$ cat src/rtl/pipeline_stall_controller.sv
// -----------------------------------------------------------------------------
// pipeline_stall_controller
//   Central hazard/stall sequencer for the 5-stage pipeline. Produces the
//   enable and synchronous-flush controls for the PC and the FD/DX/XM/MW
//   pipeline registers, and sequences the multicycle divider: a start pulse,
//   a front-end freeze while the divider runs, and one DONE cycle during which
//   the div instruction advances into XM together with its result.
//
// Ports
//   clock            in   rising-edge clock
//   reset            in   asynchronous, active-high; clears FSM and counter
//   div_start_req    in   instruction in execute is mul/div
//   div_ready        in   divider result valid (looked at only in DIV_WAIT)
//   load_use_hazard  in   decode consumes a load destination held in execute
//   branch_taken     in   execute resolved a taken branch/jump
//   div_start        out  one-cycle start pulse to the divider
//   div_busy         out  FSM in START or DIV_WAIT
//   div_timeout      out  one-cycle pulse when the wait budget expires
//   pc/fd/dx/xm/mw_enable  out  register write enables
//   fd/dx/xm_flush   out  load a nop into that register on the next edge
//
// Parameters
//   DIV_LATENCY  max DIV_WAIT cycles before a timeout (must be >= 2)
//   CNT_W        wait counter width, 2**CNT_W > DIV_LATENCY
// -----------------------------------------------------------------------------
module pipeline_stall_controller #(
  parameter int DIV_LATENCY = 32,
  parameter int CNT_W       = 6
) (
  input  logic clock,
  input  logic reset,
  input  logic div_start_req,
  input  logic div_ready,
  input  logic load_use_hazard,
  input  logic branch_taken,
  output logic div_start,
  output logic div_busy,
  output logic div_timeout,
  output logic pc_enable,
  output logic fd_enable,
  output logic dx_enable,
  output logic xm_enable,
  output logic mw_enable,
  output logic fd_flush,
  output logic dx_flush,
  output logic xm_flush
);

  typedef enum logic [1:0] {IDLE, START, DIV_WAIT, DONE} state_t;

  // Per-stage control bundle; every legal pattern below keeps flush=1 only
  // where the matching enable is also 1.
  typedef struct packed {
    logic pc_en;
    logic fd_en;
    logic dx_en;
    logic xm_en;
    logic mw_en;
    logic fd_fl;
    logic dx_fl;
    logic xm_fl;
  } stage_ctl_t;

  // Everything flows.
  localparam stage_ctl_t CTL_RUN     = '{pc_en:1'b1, fd_en:1'b1, dx_en:1'b1, xm_en:1'b1,
                                         mw_en:1'b1, fd_fl:1'b0, dx_fl:1'b0, xm_fl:1'b0};
  // Taken branch: squash the two younger instructions already fetched/decoded.
  localparam stage_ctl_t CTL_BRANCH  = '{pc_en:1'b1, fd_en:1'b1, dx_en:1'b1, xm_en:1'b1,
                                         mw_en:1'b1, fd_fl:1'b1, dx_fl:1'b1, xm_fl:1'b0};
  // Load-use: hold PC and FD, insert a bubble into DX.
  localparam stage_ctl_t CTL_LOADUSE = '{pc_en:1'b0, fd_en:1'b0, dx_en:1'b1, xm_en:1'b1,
                                         mw_en:1'b1, fd_fl:1'b0, dx_fl:1'b1, xm_fl:1'b0};
  // Divide in flight: freeze the front end with the div held in DX, feed
  // bubbles into XM, and let older instructions drain through MW.
  localparam stage_ctl_t CTL_FREEZE  = '{pc_en:1'b0, fd_en:1'b0, dx_en:1'b0, xm_en:1'b1,
                                         mw_en:1'b1, fd_fl:1'b0, dx_fl:1'b0, xm_fl:1'b1};

  localparam logic [CNT_W-1:0] CNT_LAST = CNT_W'(DIV_LATENCY - 1);
  localparam logic [CNT_W-1:0] CNT_MAX  = '1;

  state_t           state, state_next;
  logic [CNT_W-1:0] cnt;
  stage_ctl_t       ctl;

  always_ff @(posedge clock or posedge reset) begin
    if (reset) state <= IDLE;
    else       state <= state_next;
  end

  // Counts DIV_WAIT cycles already spent: 0 on the first wait cycle, so the
  // value CNT_LAST marks the final permitted wait cycle. Saturates rather
  // than wrapping so a stuck FSM can never alias back to a small count.
  always_ff @(posedge clock or posedge reset) begin
    if (reset)                                  cnt <= '0;
    else if (state == START)                    cnt <= '0;
    else if (state == DIV_WAIT && cnt != CNT_MAX) cnt <= cnt + CNT_W'(1);
  end

  always_comb begin
    state_next  = state;
    ctl         = CTL_RUN;
    div_start   = 1'b0;
    div_busy    = 1'b0;
    div_timeout = 1'b0;
    unique case (state)
      IDLE: begin
        if (div_start_req) begin
          div_start  = 1'b1;
          ctl        = CTL_FREEZE;
          state_next = START;
        end else if (branch_taken) begin
          ctl = CTL_BRANCH;
        end else if (load_use_hazard) begin
          ctl = CTL_LOADUSE;
        end
      end
      START: begin
        div_busy   = 1'b1;
        ctl        = CTL_FREEZE;
        state_next = DIV_WAIT;
      end
      DIV_WAIT: begin
        div_busy = 1'b1;
        ctl      = CTL_FREEZE;
        // A result arriving on the last budgeted cycle still counts as good.
        if (div_ready) begin
          state_next = DONE;
        end else if (cnt == CNT_LAST) begin
          div_timeout = 1'b1;
          state_next  = DONE;
        end
      end
      DONE: begin
        // The div is still in DX this cycle, so its request is not a new one.
        state_next = IDLE;
        if (branch_taken)         ctl = CTL_BRANCH;
        else if (load_use_hazard) ctl = CTL_LOADUSE;
      end
      default: state_next = IDLE;
    endcase
  end

  assign pc_enable = ctl.pc_en;
  assign fd_enable = ctl.fd_en;
  assign dx_enable = ctl.dx_en;
  assign xm_enable = ctl.xm_en;
  assign mw_enable = ctl.mw_en;
  assign fd_flush  = ctl.fd_fl;
  assign dx_flush  = ctl.dx_fl;
  assign xm_flush  = ctl.xm_fl;

endmodule

$ cat config.mk
export PLATFORM = sky130hd
export DESIGN_NAME = pipeline_stall_controller
export DESIGN_NICKNAME = d
export VERILOG_FILES = /design/src/rtl/pipeline_stall_controller.sv
export SDC_FILE = /design/constraint.sdc
export NUM_CORES = 1
export LEC_CHECK = 0
export ABC_AREA = 1
export BUFFER_PORTS_ARGS = -buffer_cell sky130_fd_sc_hd__buf_2
export CORE_MARGIN = 2
export CORE_UTILIZATION = 48
export CTS_CLUSTER_DIAMETER = 40
export DETAILED_ROUTE_END_ITERATION = 10
export PLACE_DENSITY = 0.73
export SYNTH_ARGS = -nofsm -noshare
export SYNTH_HDL_FRONTEND = slang
export SYNTH_SLANG_ARGS = --single-unit
$ cat constraint.sdc
create_clock -name clock -period 1.9 [get_ports clock]
set_clock_uncertainty 0.2 [all_clocks]
set_input_delay 0.38 -clock clock [delete_from_list [all_inputs] [get_ports clock]]
set_output_delay 0.38 -clock clock [all_outputs]
set_load 0.03 [all_outputs]
# Yosys cells after proc, flatten, opt, wreduce, memory -nomap -nowiden
# Index checks and enable logic that the tools add are counted.
totals:
  ff_bits: 8
  out_inout_bits: 11
  in_bits: 6
classes:
  n_addsub: 1
  mux: 16
  eq_ne: 7
  n_reduce_logical: 5
ops:
  columns: ["cell", "count"]
  rows:
  - ["$mux 8", 3]
  - ["$pmux 8 s3", 1]
  - ["$mux 6", 2]
  - ["$pmux 2 s4", 1]
  - ["$add 6x1->6 const B", 1]
  - ["$eq 6x5->1 const B", 1]
  - ["$mux 1", 6]
  - ["$mux 2", 3]
  - ["$ne 6x6->1 const B", 1]
  - ["$eq 2x2->1 const B", 2]
  - ["$ne 3x2->1 const B", 1]
  - ["$eq 2x1->1 const B", 1]
  - ["$logic_not 2->1", 1]
  - ["$ne 2x2->1 const B", 1]
  - ["$reduce_and 2->1", 1]
  - ["$reduce_bool 2->1", 1]
  - ["$reduce_or 2->1", 1]
  - ["$logic_and 1x1->1", 1]

# Depth between registers and ports, before layout
depth:
  word_depth: 4
  mapped_depth: 8
  depth_no_buf: 8

# Worst setup path before layout
# OpenSTA, ideal clock, no wires.
synth_path:
  path_kind: "reg2out"
  from: "register state[0]"
  to: "output port xm_flush"
  required_time_ns: 1.320
  stages_incl_launch_ff: 5
  slack_ns: -0.355
  arrival_ns: 1.675
  path_buffers: 0
  cell_sequence: "dfrtp_1 inv_1 ha_1 inv_1 o21ai_0"
synth_via:
  elab_chain_cells: 3
  elab_cells_between_ends: 6
synth_rtl:
  columns: ["element", "line_no", "source"]
  rows:
  - ["start: declaration", "81", "state_t state, state_next;"]
  - ["start signal: assignment", "87", "else state <= state_next;"]
  - ["$eq 2x1->1 / $eq 2x2->1 (equally long branches)", "105", "unique case (state)"]
  - ["$reduce_or 2->1 (no source line)", null, null]
  - ["$pmux 8 s3 (*)", "105", null]
  - ["end: declaration", "46", "output logic xm_flush"]
# Mark *: on every way between the ends. The rest lies on a longest branch, timed or not.

# Worst setup path after layout
layout_path:
  from: "register state[1]"
  to: "output port dx_flush"
layout_via:
  elab_chain_cells: 3
  elab_cells_between_ends: 6
layout_rtl:
  columns: ["element", "line_no", "source"]
  rows:
  - ["$eq 2x1->1 / $eq 2x2->1 (equally long branches)", "105", null]
  - ["$reduce_or 2->1 (no source line)", null, null]
  - ["$pmux 8 s3 (*)", "105", null]
  - ["end: declaration", "45", "output logic dx_flush,"]
# Marks and branches as above.

==> out/metrics.cfg <==
[run_status]
status=finished with violations
violations=negative setup slack

[grt]
antenna_found_initial=0
grt_start_max_net_pins=9
track_usage_pct=22.1
grt_first_pass_wirelength_mm=2.36
grt_pass1_vias=599
grt_overflow=0

[worst_setup_path]
path_buf_inv=3
worstSetupStartpointType=register
crit_chain=inv_2 > ha_4 > nand2_4 > o21ai_4 > inv_2 > o21a_2 > buf_6
worstPathMaxFanout=4
critical_path_arrival_ns=1.43
crit_path_frequent_cell=inv_2
crit_path_max_incr_delay_ns=0.41
end_kind=output port
crit_family=flip-flops
required_ns=1.32
worstSetupPathType=register to output port
slowest_stage=dfrtp_1

[place]
placed_cell_area_um2=737
portBuffers=14
gp_congestion=0.784
dp_hpwl_um=967
place_ws_ns=0.0225

[routing]
wirelength_mm=1.64
drc=0
ant_nets=0
dr.pass1.iters=4
via_count=689
detail_route.vias_per_cell=5.30
drt_iter0_markers=42
wl_per_cell_um=12.6

[sta]
drv_slew=0
setup_viol=7
finalCriticalPeriod_ns=2.01
timing_hold_violations_final=0
fin_crit_sh_pct=106
fin_ws_ns=-0.106
rsz0062_at_grt=true
fmax_mhz=498
whs_ns=0.340

[cts]
h-tree-depth=1
cts_buffers=3
clkSlewWorstSetupHoldPaths_ns=0.06
cts_sinks=8
clock_latency_ns=0.26
root_buffer=clkbuf_4
clk_path_buf_depth=2
cts_tree=done

[power_and_ir_drop]
p_comb_share_pct=74.8
ir_worst_vdd_mv=1.42
swShare_pct=52.1
internal_power_mw=0.822
net-switching-power_mw=0.893
finalPower_mw=1.71
seq_power_share_pct=17.4
powerDensity_mw_per_mm2=1850
pwr-share-clk_pct=7.8
leakage_nw=0.509

[final_layout]
fillers=89
antenna_cells=0
nets=129
final_layout_size_suffix_gt1_share_pct=42.6
syn_to_final_growth_pct=45.3
fin_area_um2=927

[yosys]
seq_area_frac_synth_pct=31.4
synth_area_per_cell_um2=7.09
ys_ff_latch=8
netlist_area_um2=638
yosysWarnings=0
netlist_instances=90
synth.distinct_cells=19

[floorplanning]
core_area_mm2=0.00127
dieArea_mm2=0.00164
die_h_um=40.5
ioPinCount=17
row_count=13
initial_utilization_pct=50.3
die_w_um=40.5

[worst_hold_path]
min_path_type=register to register

[run]
maxCapViolCount=0

[layer usage]
layer  vias up  part of all wire, %  global-route usage [%]
li1        321                    -                       -
met1       324                   40                    24.2
met2        35                   51                    42.1
met3         9                  5.9                    1.67
met4         0                  2.7                    10.0
met5         -                    0                       0
[flip-flops by register name, indices dropped and copies added, names as in the netlist]
signal and flops:
state 2, cnt 6
[path summary, 6_finish.rpt]
| kind | slack, ns | endpoint | cells after the start | from |
|---|---|---|---|---|
| min | 0.34 | cnt[4]$_DFFE_PP0P_ | 2 | cnt[4]$_DFFE_PP0P_ |
| max | -0.11 | dx_flush | 7 | state[1]$_DFFE_PP0P_ |
| min in group asynchronous | 0.41 | state[0]$_DFFE_PP0P_ | 3 | reset |
| max in group asynchronous | 0.84 | cnt[4]$_DFFE_PP0P_ | 3 | reset |
| max reg2reg | 0.19 | cnt[2]$_DFFE_PP0P_ | 7 | state[1]$_DFFE_PP0P_ |
| min reg2reg | 0.34 | cnt[4]$_DFFE_PP0P_ | 2 | cnt[4]$_DFFE_PP0P_ |
[layout by cell type, fill, tap and decap left out, drive strengths merged]
master       Yosys  final
dfrtp            8      8
dlygate4sd3      0      1
nor3             3      3
nand2           25     25
conb             1      2
o21bai           1      1
nor2            10     10
buf              3     22
nand3            9      9
inv             17     17
a21oi            1      1
clkbuf           0      4
o21a             1      1
ha               6      6
o21ai            4      4
nand4            1      1
[logic make-up after synthesis]
logic type,share of synthesized area (%)
and+or+nand+nor,36.5
buffers and inverters,13.5
DFF,31.4
AOI/OAI and AO/OA,6.27
adders and majority gates,11.8
other,0.588
[power groups by stage]
stage	registers (mW)	logic, mW	clock network [mW]
2_1_floorplan	0.278	0.756	0
3_5_place_dp	0.289	0.927	0
4_1_cts	0.280	1.18	0.134
5_1_grt	0.302	1.37	0.142
3_3_place_gp	0.285	0.914	0
6_report	0.298	1.28	0.133
[worst reg2reg max path, cell delays in order, from the launching register on]
cell and delay, ns:
dfrtp_1 0.40, inv_2 0.08, buf_4 0.13, ha_1 0.24
inv_1 0.28, nand2_4 0.10, nand2_1 0.09, nand2_1 0.07
[layout make-up]
class	count	area, um^2	area share, %
Sequential cell	8	200	21.6
Inverter	17	63.8	6.88
Multi-Input combinational cell	63	439	47.4
Tap cell	15	18.8	2.02
Clock buffer	3	22.5	2.43
Timing Repair Buffer	24	183	19.7
[cells in the mapped netlist]
cell type	instances	area (um^2)
nand2_1	18	67.6
inv_1	16	60.1
nand3_1	9	45.0
nor2_1	9	33.8
dfrtp_1	8	200
ha_1	6	75.1
nand2_2	5	31.3
buf_4	3	22.5
nor3_1	3	15.0
nand2_4	2	22.5
o21ai_0	2	10.0
o21ai_1	2	10.0
a21oi_1	1	5.00
conb_1	1	3.75
inv_2	1	3.75
nand4_1	1	6.26
nor2_4	1	11.3
o21a_1	1	7.51
o21bai_1	1	7.51
[stage by stage]
stage               instances  setup TNS (ns)  util, %
floorplan                  91          -0.129        -
global placement          118               0     58.1
detailed placement        118               0     58.1
CTS                       129          -0.274     70.3
global route              130          -0.837     73.1
finish                    130          -0.365     73.1
[what timing repair did]
action / in CTS / in global routing
gates resized for setup: 21 / 7
hold buffers: 1 / 0
endpoints found under the hold margin: 8 / 0
setup endpoints to repair: 7 / 8
pin swaps: 4 / 2
setup buffers: 7 / 1
(Power assumes the default switching activity.)
